File: src/rtl/booth_multiplier_pkg.sv
// rtl/booth_multiplier_pkg.sv - shared types and Booth recoding helpers for the sequential multiplier
package booth_multiplier_pkg;

   // Default operand width; the top exposes WIDTH as a parameter.
   localparam int DEFAULT_WIDTH = 16;

   // Sequencer states: wait for a request, iterate, present the result for one cycle.
   typedef enum logic [1:0] {
      IDLE = 2'd0,
      RUN  = 2'd1,
      DONE = 2'd2
   } state_t;

   // Radix-2 Booth recode outcomes for one multiplier bit pair.
   typedef enum logic [1:0] {
      BOOTH_NOP = 2'd0,
      BOOTH_ADD = 2'd1,
      BOOTH_SUB = 2'd2
   } booth_op_t;

   // Map the pair {Q[0], q_1} onto the accumulator operation for this iteration:
   // 01 closes a run of ones (add M), 10 opens one (subtract M), 00/11 leave A alone.
   function automatic booth_op_t booth_recode(input logic q0, input logic q_1);
      booth_op_t op;
      case ({q0, q_1})
         2'b01:   op = BOOTH_ADD;
         2'b10:   op = BOOTH_SUB;
         default: op = BOOTH_NOP;
      endcase
      return op;
   endfunction

endpackage

File: src/rtl/booth_multiplier_addsub.sv
// rtl/booth_multiplier_addsub.sv - combinational ripple-carry add/subtract used by each Booth iteration
module booth_addsub
   import booth_multiplier_pkg::*;
#(
   parameter int W = DEFAULT_WIDTH + 1
) (
   input  logic [W-1:0] a_i,
   input  logic [W-1:0] m_i,
   input  logic         f_i,
   output logic [W-1:0] sum_o
);

   // Running carry of the ripple chain; the final carry-out is intentionally dropped
   // because the accumulator carries one guard bit and never needs it.
   logic carry;
   logic mx;

   // Full-adder chain: f=1 turns the add into a subtract by inverting M and injecting a carry.
   always_comb begin
      carry = f_i;
      mx    = 1'b0;
      sum_o = '0;
      for (int i = 0; i < W; i++) begin
         mx       = m_i[i] ^ f_i;
         sum_o[i] = a_i[i] ^ mx ^ carry;
         carry    = (a_i[i] & mx) | (carry & (a_i[i] ^ mx));
      end
   end

endmodule

File: src/rtl/booth_multiplier.sv
// rtl/booth_multiplier.sv - sequential signed radix-2 Booth multiplier with start/busy/done handshake
module booth_multiplier
   import booth_multiplier_pkg::*;
#(
   parameter int WIDTH = DEFAULT_WIDTH
) (
   input  logic                 clk,
   input  logic                 rst,
   input  logic                 start,
   input  logic [WIDTH-1:0]     a,
   input  logic [WIDTH-1:0]     b,
   output logic                 busy,
   output logic                 done,
   output logic [2*WIDTH-1:0]   product
);

   // Iteration counter wide enough to index WIDTH iterations.
   localparam int              CW       = (WIDTH > 1) ? $clog2(WIDTH) : 1;
   localparam logic [CW-1:0]   LAST_ITR = CW'(WIDTH - 1);

   // Architectural state: M and A carry a guard bit so A-M stays exact for the most negative a.
   state_t                 state_q,   state_d;
   logic [WIDTH:0]         m_q,       m_d;
   logic [WIDTH:0]         acc_q,     acc_d;
   logic [WIDTH-1:0]       q_q,       q_d;
   logic                   q1_q,      q1_d;
   logic [CW-1:0]          count_q,   count_d;
   logic [2*WIDTH-1:0]     product_q, product_d;

   // Datapath for the current iteration.
   booth_op_t              op;
   logic [WIDTH:0]         addsub_sum;
   logic [WIDTH:0]         t_val;
   logic [WIDTH:0]         acc_shift;
   logic [WIDTH-1:0]       q_shift;
   logic                   q1_shift;

   assign op = booth_recode(q_q[0], q1_q);

   booth_addsub #(
      .W     (WIDTH + 1)
   ) u_addsub (
      .a_i   (acc_q),
      .m_i   (m_q),
      .f_i   (op == BOOTH_SUB),
      .sum_o (addsub_sum)
   );

   // Select T and apply the arithmetic right shift of {T, Q, q_1}, replicating A's sign bit.
   always_comb begin
      t_val     = (op == BOOTH_NOP) ? acc_q : addsub_sum;
      acc_shift = {t_val[WIDTH], t_val[WIDTH:1]};
      q_shift   = {t_val[0], q_q[WIDTH-1:1]};
      q1_shift  = q_q[0];
   end

   // Next-state and handshake outputs; every register holds unless the state says otherwise.
   always_comb begin
      state_d   = state_q;
      m_d       = m_q;
      acc_d     = acc_q;
      q_d       = q_q;
      q1_d      = q1_q;
      count_d   = count_q;
      product_d = product_q;
      busy      = 1'b0;
      done      = 1'b0;

      case (state_q)
         IDLE: begin
            if (start) begin
               m_d     = {a[WIDTH-1], a};
               acc_d   = '0;
               q_d     = b;
               q1_d    = 1'b0;
               count_d = '0;
               state_d = RUN;
            end
         end

         RUN: begin
            busy    = 1'b1;
            acc_d   = acc_shift;
            q_d     = q_shift;
            q1_d    = q1_shift;
            count_d = count_q + 1'b1;
            if (count_q == LAST_ITR) begin
               // The guard bit of A is redundant once all iterations are done.
               product_d = {acc_shift[WIDTH-1:0], q_shift};
               state_d   = DONE;
            end
         end

         DONE: begin
            done    = 1'b1;
            state_d = IDLE;
         end

         default: begin
            state_d = IDLE;
         end
      endcase
   end

   // State and datapath registers; reset wins over any request on the same edge.
   always_ff @(posedge clk) begin
      if (rst) begin
         state_q   <= IDLE;
         m_q       <= '0;
         acc_q     <= '0;
         q_q       <= '0;
         q1_q      <= 1'b0;
         count_q   <= '0;
         product_q <= '0;
      end else begin
         state_q   <= state_d;
         m_q       <= m_d;
         acc_q     <= acc_d;
         q_q       <= q_d;
         q1_q      <= q1_d;
         count_q   <= count_d;
         product_q <= product_d;
      end
   end

   assign product = product_q;

endmodule

File: config.mk
export PLATFORM = sky130hd
export DESIGN_NAME = booth_multiplier
export DESIGN_NICKNAME = d
export VERILOG_FILES = /design/src/rtl/booth_multiplier_pkg.sv /design/src/rtl/booth_multiplier_addsub.sv /design/src/rtl/booth_multiplier.sv
export SDC_FILE = /design/constraint.sdc
export NUM_CORES = 1
export LEC_CHECK = 0
export CORE_MARGIN = 2
export CORE_UTILIZATION = 30
export DETAILED_ROUTE_END_ITERATION = 8
export SLEW_MARGIN = 20
export SYNTH_ARGS = -nofsm -noshare
export SYNTH_HDL_FRONTEND = slang
export SYNTH_SLANG_ARGS = --single-unit
File: constraint.sdc
create_clock -name clk -period 7.3 [get_ports clk]
set_input_delay 2.19 -clock clk [delete_from_list [all_inputs] [get_ports clk]]
set_output_delay 2.19 -clock clk [all_outputs]
set_load 0.05 [all_outputs]
# Word level (Yosys, flattened, before mapping)
# Cells that the tools add are included.
# W data, S select, Z words.
[op_classes]
mux = 15
bitwise_logic = 99
eq_ne = 8
n_div = 0
n_addsub = 1
shifts = 0
order_cmp = 0
reduce_logical = 7
n_mul = 0
[op_table]
columns = ["operator", "count"]
rows = [
  ["$xor A1 B1 Y1", 51],
  ["$mux W17", 2],
  ["$pmux W17 S2", 1],
  ["$and A1 B1 Y1", 32],
  ["$pmux W16 S2", 1],
  ["$mux W16", 1],
  ["$or A1 B1 Y1", 16],
  ["$pmux W2 S2", 2],
  ["$pmux W4 S2", 1],
  ["$reduce_and A2 Y1", 4],
  ["$eq A2 B2 Y1 const B", 3],
  ["$add A4 B1 Y4 const B", 1],
  ["$eq A2 B1 Y1 const B", 2],
  ["$eq A4 B4 Y1 const B", 1],
  ["$logic_not A2 Y1", 2],
  ["$mux W2", 2],
  ["$mux W4", 1],
  ["$ne A2 B2 Y1 const B", 2],
  ["$mux W1", 3],
  ["$pmux W1 S2", 1],
  ["$reduce_bool A2 Y1", 1],
]
[totals]
ramBits = 0
in_bits = 35
register_bits = 88
elab_cells = 137
latch_bits = 0
n_memories = 0
rom_bits = 0

# Longest topological paths before layout
# Gate-level depths: netlist (run 1).
[depth]
depth_word = 40
depth_mapped = 26
mapped_depth_nobuf = 24

# By module
# A second synthesis (run 1) with hierarchy kept.
[unflattened]
hier_cells = 407
area_unflattened_um2 = 4010.1
[modules_own_cells]
columns = ["mod", "area_each_um2", "seq_area_each_um2", "cells_per_inst", "instances"]
rows = [
  ["booth_multiplier", 3389.5, 1741.7, 341, 1],
  ["booth_addsub", 620.6, 0.0, 66, 1],
]

# Worst setup path before layout (run 1)
# OpenSTA, ideal clock, no wires.
[synth_timing]
path_type = "reg2reg"
start = "reg q_q[0]"
end = "reg product_q[30] (netlist: product[30])"
arrival_time_ns = 6.927
period_less_slack_ns = 6.997
setup_ns = 0.070
t_required_ns = 7.230
stages_incl_launch_ff = 26
path_slack_ns = 0.303
cell_sequence = "dfxtp_1 -> ha_1 -> clkbuf_1 -> buf_2 -> xor2_1 -> fa_1 -> fa_1 -> fa_1 -> fa_1 -> fa_1 -> fa_1 -> fa_1 -> fa_1 -> fa_1 -> fa_1 -> fa_1 -> inv_1 -> fa_1 -> inv_1 -> fa_1 -> inv_1 -> fa_1 -> fa_1 -> nand2b_1 -> nand4_1 -> a21oi_1"
[synth_via]
elab_chain_cells = 37
[synth_lines]
columns = ["item", "line_no", "text"]
rows = [
  ["from (decl)", "booth_multiplier.sv:25", "logic [WIDTH-1:0] q_q, q_d;"],
  ["from (signal assigned)", "booth_multiplier.sv:119", "q_q <= q_d;"],
  ["$eq A2 B2 Y1 / $eq A2 B1 Y1 (equally long branches)", "booth_multiplier_pkg.sv:25", "case ({q0, q_1})"],
  ["$pmux W2 S2 *", "booth_multiplier_pkg.sv:25", ""],
  ["$eq A2 B2 Y1", "booth_multiplier.sv:45", ".f_i (op == BOOTH_SUB),"],
  ["$xor A1 B1 Y1", "booth_multiplier_addsub.sv:24", "mx = m_i[i] ^ f_i;"],
  ["$xor A1 B1 Y1", "booth_multiplier_addsub.sv:26", "carry = (a_i[i] & mx) | (carry & (a_i[i] ^ mx));"],
  ["$and A1 B1 Y1", "booth_multiplier_addsub.sv:26", ""],
  ["$or A1 B1 Y1", "booth_multiplier_addsub.sv:26", ""],
  ["$and A1 B1 Y1", "booth_multiplier_addsub.sv:26", ""],
  ["[... 21 more ...]", "--", ""],
  ["$and A1 B1 Y1", "booth_multiplier_addsub.sv:26", ""],
  ["$or A1 B1 Y1", "booth_multiplier_addsub.sv:26", ""],
  ["$and A1 B1 Y1", "booth_multiplier_addsub.sv:26", ""],
  ["$or A1 B1 Y1", "booth_multiplier_addsub.sv:26", ""],
  ["$and A1 B1 Y1", "booth_multiplier_addsub.sv:26", ""],
  ["$or A1 B1 Y1", "booth_multiplier_addsub.sv:26", ""],
  ["$xor A1 B1 Y1", "booth_multiplier_addsub.sv:25", "sum_o[i] = a_i[i] ^ mx ^ carry;"],
  ["$mux W17 *", "booth_multiplier.sv:51", "t_val = (op == BOOTH_NOP) ? acc_q : addsub_sum;"],
  ["to (signal assigned)", "booth_multiplier.sv:122", "product_q <= product_d;"],
  ["to (decl)", "booth_multiplier.sv:28", "logic [2*WIDTH-1:0] product_q, product_d;"],
]
# Every way passes the cells marked *; elsewhere a longest branch is shown, timed or not.
# A chain may end at the register's enable or synchronous reset.

# Worst setup path after layout (run 1)
[layout_timing]
start = "reg q1_q"
end = "reg product_q[30] (netlist: product[30])"
[layout_via]
elab_chain_cells = 37
[layout_lines]
columns = ["item", "line_no", "text"]
rows = [
  ["from (decl)", "booth_multiplier.sv:26", "logic q1_q, q1_d;"],
  ["from (signal assigned)", "booth_multiplier.sv:120", "q1_q <= q1_d;"],
  ["$eq A2 B2 Y1 / $eq A2 B1 Y1 (equally long branches)", "booth_multiplier_pkg.sv:25", ""],
  ["$pmux W2 S2 *", "booth_multiplier_pkg.sv:25", ""],
  ["$eq A2 B2 Y1", "booth_multiplier.sv:45", ""],
  ["$xor A1 B1 Y1", "booth_multiplier_addsub.sv:24", ""],
  ["$xor A1 B1 Y1", "booth_multiplier_addsub.sv:26", ""],
  ["$and A1 B1 Y1", "booth_multiplier_addsub.sv:26", ""],
  ["$or A1 B1 Y1", "booth_multiplier_addsub.sv:26", ""],
  ["$and A1 B1 Y1", "booth_multiplier_addsub.sv:26", ""],
  ["[... 21 more ...]", "--", ""],
  ["$and A1 B1 Y1", "booth_multiplier_addsub.sv:26", ""],
  ["$or A1 B1 Y1", "booth_multiplier_addsub.sv:26", ""],
  ["$and A1 B1 Y1", "booth_multiplier_addsub.sv:26", ""],
  ["$or A1 B1 Y1", "booth_multiplier_addsub.sv:26", ""],
  ["$and A1 B1 Y1", "booth_multiplier_addsub.sv:26", ""],
  ["$or A1 B1 Y1", "booth_multiplier_addsub.sv:26", ""],
  ["$xor A1 B1 Y1", "booth_multiplier_addsub.sv:25", ""],
  ["$mux W17 *", "booth_multiplier.sv:51", ""],
]
# Marked as above.

==> out/results.tsv, run 1 <==
metric	value	unit
status	complete, no violations	
cap_violations	0	
synth_cells	466	
worstSetupPathType	reg -> reg	
ys_seq_area_share	42.5	%
finalCritPeriodShare	95.5	%
cts_num_sinks	87	
rsz0062_at_grt	false	
cts-buffers-inserted	9	
slew_headroom	29.4	%
startpoint_type	flop	
path_buf_inv	4	
path_clk_slew	0.06	ns
final_cell_mix	87 x dfxtp_1, 67 x clkdlybuf4s50_1, 60 x a21oi_1	
dr_total_vias	3351	
syn-num-nets	519	
synthTopCellsByArea	dfxtp_1 42%, fa_1 7.8%, a21oi_1 7.3%	
drc_errors	0	
fillCellCount	1335	
core-area	13300	µm²
dpl_cell_area	4850	µm²
period_minus_slack	6.97	ns
vdd_drop_max	0.103	mV
cp_cell_sequence	inv_1 > ha_1 > mux2_2 > fa_1 > fa_1 > fa_1 > fa_1 > fa_1 > fa_1 > fa_1 > fa_1 > fa_1 > fa_1 > fa_1 > inv_1 > fa_1 > inv_1 > fa_1 > inv_1 > fa_1 > fa_1 > nand2b_1 > nand4_1 > a21oi_1	
cts_tree	done	
diodes	0	
clock_latency	0.34	ns
overflow	0	
design_area	5160	µm²
drt_iter0_markers	229	
fin_skew	0.00602	ns
slowest_delay	0.42	ns
io_pins	69	
nets	562	
synthDistinctLibCells	38	
p_leak	2.05	nW
endpoint_kind	flop	
layout_commonest_cell	dfxtp_1	
grt_pass1_vias	3260	
port_buffers	68	
syn_to_final_growth	25.8	%
clockBufferDepth	2	
num_rows	42	
start_util	30.8	%
die-area	14600	µm²
yosys_warnings	0	
slowest_stage	fa_1	
drive_gt1_share	7.62	%
synth_area_per_cell	8.80	µm²
synth-seq-cells	87	
gp_congestion	0.768	
synth_area_leader_cell	dfxtp_1	
hold_viol_final	0	
routedWlPerCell	14.3	µm
fmax	143	MHz
hold_class	reg -> reg	
power_density	220	nW/µm²
crit_family	adder cells	
grt_first_pass_wirelength	16.3	mm
arrival	7.23	ns
die-width	121	µm
grt_max_degree	89	
cts_root_buf	clkbuf_16	
viasPerCell	4.87	
dpl.hpwl	6.44	mm
worst_pin_slew	1.06	ns
first_pass_iters	4	
die_y	121	µm
maxSlewViolCount	0	
cts_setup_buffers	0	
worst_ep_required_time	7.56	ns
antenna_found_initial	0	
cpMostUsedCell	fa_1	
tns	0	ns
wl	9.85	mm
crit_fanout	5	
htreeDepth	3	
netlist.area_leader.share	42.5	%
ant_nets	0	
grt_usage	14.0	%
setup_viol	0	
synth_area	4100	µm²
ctsHoldBuffers	0	
[synth_stat cells (all sizes together)]
cell / count
mux2i: 13
o21ba: 13
or4b: 1
dfxtp: 87
nand2b: 12
nor2b: 3
a31oi: 1
a21oi: 60
nor4bb: 1
nor3b: 2
a211oi: 15
nand2: 34
nand3: 24
o211a: 1
nand4: 4
buf: 20
nor3: 7
clkbuf: 22
o21ai: 18
ha: 2
nor2: 53
xnor2: 3
o31ai: 1
and3: 12
a2111oi: 1
inv: 9
nor4: 11
mux2: 2
or3b: 5
xor2: 13
fa: 16
[stage by stage]
stage	hold WS, ns	cells	util [%]	setup WS, ns	power [mW]
2_1_floorplan	0.448	466	-	0.303	0.625
3_3_place_gp	0.455	674	36.5	0.411	0.668
3_5_place_dp	0.466	674	36.5	0.340	0.671
4_1_cts	0.474	688	38.7	0.312	1.15
5_1_grt	0.493	688	38.8	0.0181	1.19
6_report	0.470	688	38.8	0.331	1.13
[worst reg2reg max path, delay by kind of cell, from the launching register on]
kind,cells,cell delay (ns)
muxes,1,0.30
AOI/OAI and AO/OA,1,0.17
adders and majority gates,16,5.64
buffers and inverters,4,0.25
DFF,1,0.33
and+or+nand+nor,2,0.20
[kinds of logic (layout without fill, tap and decap cells)]
family          count (synthesis)  in the layout  synth area share (%)
simple gates                  169            169                  20.2
buf+inv                        51             97                  5.52
xor+xnor                       16             16                  3.42
flops                          87             87                  42.5
compound gates                110            110                  16.2
fa+ha+maj                      18             18                  8.42
mux                            15             15                  3.72
[path summary, 6_finish.rpt]
kind | start | to | slack [ns] | cells past startpoint
worst max-delay path | q1_q$_SDFFE_PP0P_ | product[30]$_SDFFE_PP0P_ | 0.33 | 24
worst min-delay path | m_q[2]$_SDFFE_PP0P_ | m_q[2]$_SDFFE_PP0P_ | 0.47 | 2
worst max register to register | q1_q$_SDFFE_PP0P_ | product[30]$_SDFFE_PP0P_ | 0.33 | 24
worst min register to register | m_q[2]$_SDFFE_PP0P_ | m_q[2]$_SDFFE_PP0P_ | 0.47 | 2
[power breakdown]
group          leakage [nW]  internal, mW  switching [mW]
Clock                 0.151         0.294           0.179
Combinational          1.19        0.0645          0.0854
Sequential            0.708         0.494          0.0165
[cell type report]
cell class | instances | area (µm²) | area share, %
Inverter | 9 | 33.8 | 0.655
Sequential cell | 87 | 1740 | 33.8
Tap cell | 176 | 220 | 4.27
Clock inverter | 5 | 75.1 | 1.46
Clock buffer | 9 | 225 | 4.37
Timing Repair Buffer | 74 | 721 | 14.0
Multi-Input combinational cell | 328 | 2140 | 41.5
[metal layers]
metal  up-vias  wire length, µm  track usage, %
li1       1676                -               -
met1      1610             4550            18.6
met2        55             4600            21.6
met3        10              539            3.90
met4         0              162            5.67
met5         -                0               0
[repair_timing]
action	CTS	global route
gates resized for setup	0	1
setup endpoints to repair	0	1
hold endpoints to repair	0	0
[flip-flops by register name (all words and copies together) (netlist names)]
signal	flops
count_q	4
q_q	16
state_q	2
q1_q	1
m_q	16
product	32
acc_q	16
No activity file was read; power rests on OpenSTA's default activity.
==> inputs of run 2 (changes only) <==
- SYNTH_HIERARCHICAL: unset -> 1
==> run 2 against run 1 <==
  * Clock skew is 0.00065 ns lower
  * First-iteration DRC count is 21% lower
  * Highest routed layer unchanged
  * Routed wire length down 3.2%
  * Combinational power is 3% higher
  * Critical path type unchanged
==> out/results.tsv, run 2 <==
metric	value	unit	change
status	complete, no violations		
period_minus_slack	7.02	ns	+0.0483 ns
grt_max_degree	59		-34%
setup_viol	0		unchanged
synthTopCellsByArea	dfxtp_1 43%, fa_1 7.5%, o2bb2ai_1 7.0%		
fmax	143	MHz	-0.69%
synth_most_common_cell	dfxtp_1		
final_cell_mix	86 x dfxtp_1, 67 x clkdlybuf4s50_1, 51 x nand2_1		
largest_register_ffs	32		unchanged
cts_setup_buffers	0		unchanged
ys_seq_area_share	43.4	%	+0.95 points
crit_fanout	4		-1
finalCritPeriodShare	96.1	%	+0.66 points
yosys_warnings	6		+6
routedWlPerCell	14.8	µm	+3.6%
dpl.hpwl	6.18	mm	-4.0%
arrival	7.28	ns	+0.05 ns
ff_latch_area	1740	µm²	about the same
layout_commonest_cell	dfxtp_1		
drc_errors	0		unchanged
die-width	120	µm	-1.1%
grt_pass1_vias	3183		-2.4%
wl	9.54	mm	-3.2%
drt_iter0_markers	181		-21%
netlist.area_leader.share	43.4	%	+0.95 points
antenna_found_initial	0		unchanged
core-area	13100	µm²	-1.2%
dr_total_vias	3041		-9.3%
clock_latency	0.34	ns	about the same
ant_nets	0		unchanged
first_pass_iters	4		unchanged
cts_tree	done		
syn-num-nets	459		-12%
cpMostUsedCell	fa_1		
synth_area_leader_cell	dfxtp_1		
tns	0	ns	unchanged
slowest_delay	0.40	ns	-0.02 ns
nets	514		-8.5%
startpoint_type	flop		
worst_ep_required_time	7.57	ns	about the same
synth_area	4010	µm²	-2.2%
synth_area_per_cell	9.85	µm²	+12%
grt_first_pass_wirelength	16.0	mm	-2.2%
viasPerCell	4.73		-2.9%
ctsHoldBuffers	0		unchanged
cts_num_sinks	87		unchanged
multi_input_area	1970	µm²	-8.0%
start_util	30.5	%	-0.32 points
hold_class	reg -> reg		
fillCellCount	1343		+0.60%
hold_viol_final	0		unchanged
synth_cells	407		-13%
path_clk_slew	0.06	ns	about the same
setup_ws	0.283	ns	-0.0483 ns
worst_pin_slew	0.921	ns	-0.135 ns
synthFlopType	dfxtp_1		
power_density	212	nW/µm²	-3.3%
gp_congestion	0.783		+2.0%
overflow	0		unchanged
die-area	14300	µm²	-2.1%
fin_skew	0.00536	ns	-0.000653 ns
die_y	120	µm	-1.1%
cap_violations	0		unchanged
endpoint_kind	flop		
pre_cts_ws	-0.161	ns	-0.502 ns
vdd_drop_max	0.108	mV	+5.1%
post_cts_resized	6		+6
htreeDepth	3		unchanged
clockBufferDepth	2		unchanged
maxSlewViolCount	0		unchanged
synth_common_cells	87 x dfxtp_1, 51 x nand2_1, 35 x a21oi_1		
synth-seq-cells	87		unchanged
cts-buffers-inserted	9		unchanged
synthArstFlopShare	0	%	unchanged
drive_gt1_share	9.21	%	+1.6 points
rrSetupSlack	0.28	ns	-0.05 ns
synth-edff-count	0		unchanged
syn_to_final_growth	26.4	%	
p_leak	1.89	nW	-7.8%
num_rows	42		unchanged
port_buffers	68		unchanged
slew_headroom	38.6	%	+9.2 points
worstSetupPathType	reg -> reg		
diodes	0		unchanged
synthDistinctLibCells	44		+16%
io_pins	69		unchanged
slowest_stage	fa_1		
grt_usage	14.2	%	+0.12 points
cts_root_buf	clkbuf_16		
==> run 2: cell types whose count changed after synthesis, sizes merged, moves of 14 or more <==
cell	before	now
nand2	34	51
nor2	53	18
a21oi	60	35
a22o	0	15
o21ai	18	2
nand3	24	4
inv	9	31
nor2b	3	17
o2bb2ai	0	32
==> run 2: cell families (layout without fill, tap and decap cells) <==
kind of cell	Yosys count	count (layout)	share of synthesized area, %
adder cells (fa/ha/maj)	17	17	8.11
flip-flops	87	87	43.4
buffers and inverters	62	122	8.74
AO/OA/AOI/OAI	107	107	20.0
multiplexers	17	17	4.27
XOR/XNOR	19	19	4.34
AND/OR/NAND/NOR	98	98	11.1
==> run 2: final timing paths <==
path	cells after the start	end	start
min reg2reg	1	product[20]$_SDFFE_PP0P_	product[20]$_SDFFE_PP0P_
min	1	product[20]$_SDFFE_PP0P_	product[20]$_SDFFE_PP0P_
max	26	acc_q[15]$_SDFFE_PP0P_	q1_q$_SDFFE_PP0P_
max reg2reg	26	acc_q[15]$_SDFFE_PP0P_	q1_q$_SDFFE_PP0P_
==> run 2: where the power goes <==
| group | switching [mW] | leakage, nW | internal (mW) |
|---|---|---|---|
| Sequential | 0.0147 | 0.708 | 0.492 |
| Combinational | 0.0853 | 1.06 | 0.0701 |
| Clock | 0.184 | 0.120 | 0.231 |
==> run 2: cell type report <==
class                      count  area share, %
sequential                    87           34.4
tap                          176           4.34
multi-input combinational    258           38.9
timing repair buffer          74           14.7
inverter                      32           2.62
clock inverter                 3          0.395
clock buffer                  13           4.74
==> run 2: through the flow <==
step | instances | power [mW] | area (µm²) | hold slack (ns) | utilization [%]
after global routing | 643 | 1.13 | 5070 | 0.480 | 38.6
after CTS | 642 | 1.09 | 5020 | 0.470 | 38.2
final | 643 | 1.08 | 5070 | 0.467 | 38.6
after floorplan | 407 | 0.624 | 4010 | 0.448 | -
after detailed placement | 626 | 0.667 | 4730 | 0.449 | 36.0
after global placement | 626 | 0.663 | 4730 | 0.449 | 36.0
==> run 2: worst max-delay path, delay by kind of cell, from the launching register on <==
family | cells | cell delay [ns]
XOR/XNOR | 3 | 0.51
buffers and inverters | 4 | 0.24
AO/OA/AOI/OAI | 2 | 0.24
flip-flops | 1 | 0.33
adder cells (fa/ha/maj) | 16 | 5.45
AND/OR/NAND/NOR | 1 | 0.18
==> run 2: routing by layer <==
metal  track usage, %  up-vias  routed length [µm]
li1                 -     1510                   -
met1             18.4     1465                4410
met2             22.4       57                4600
met3             3.71        9                 374
met4             5.81        0                 154
met5                0        -                   0
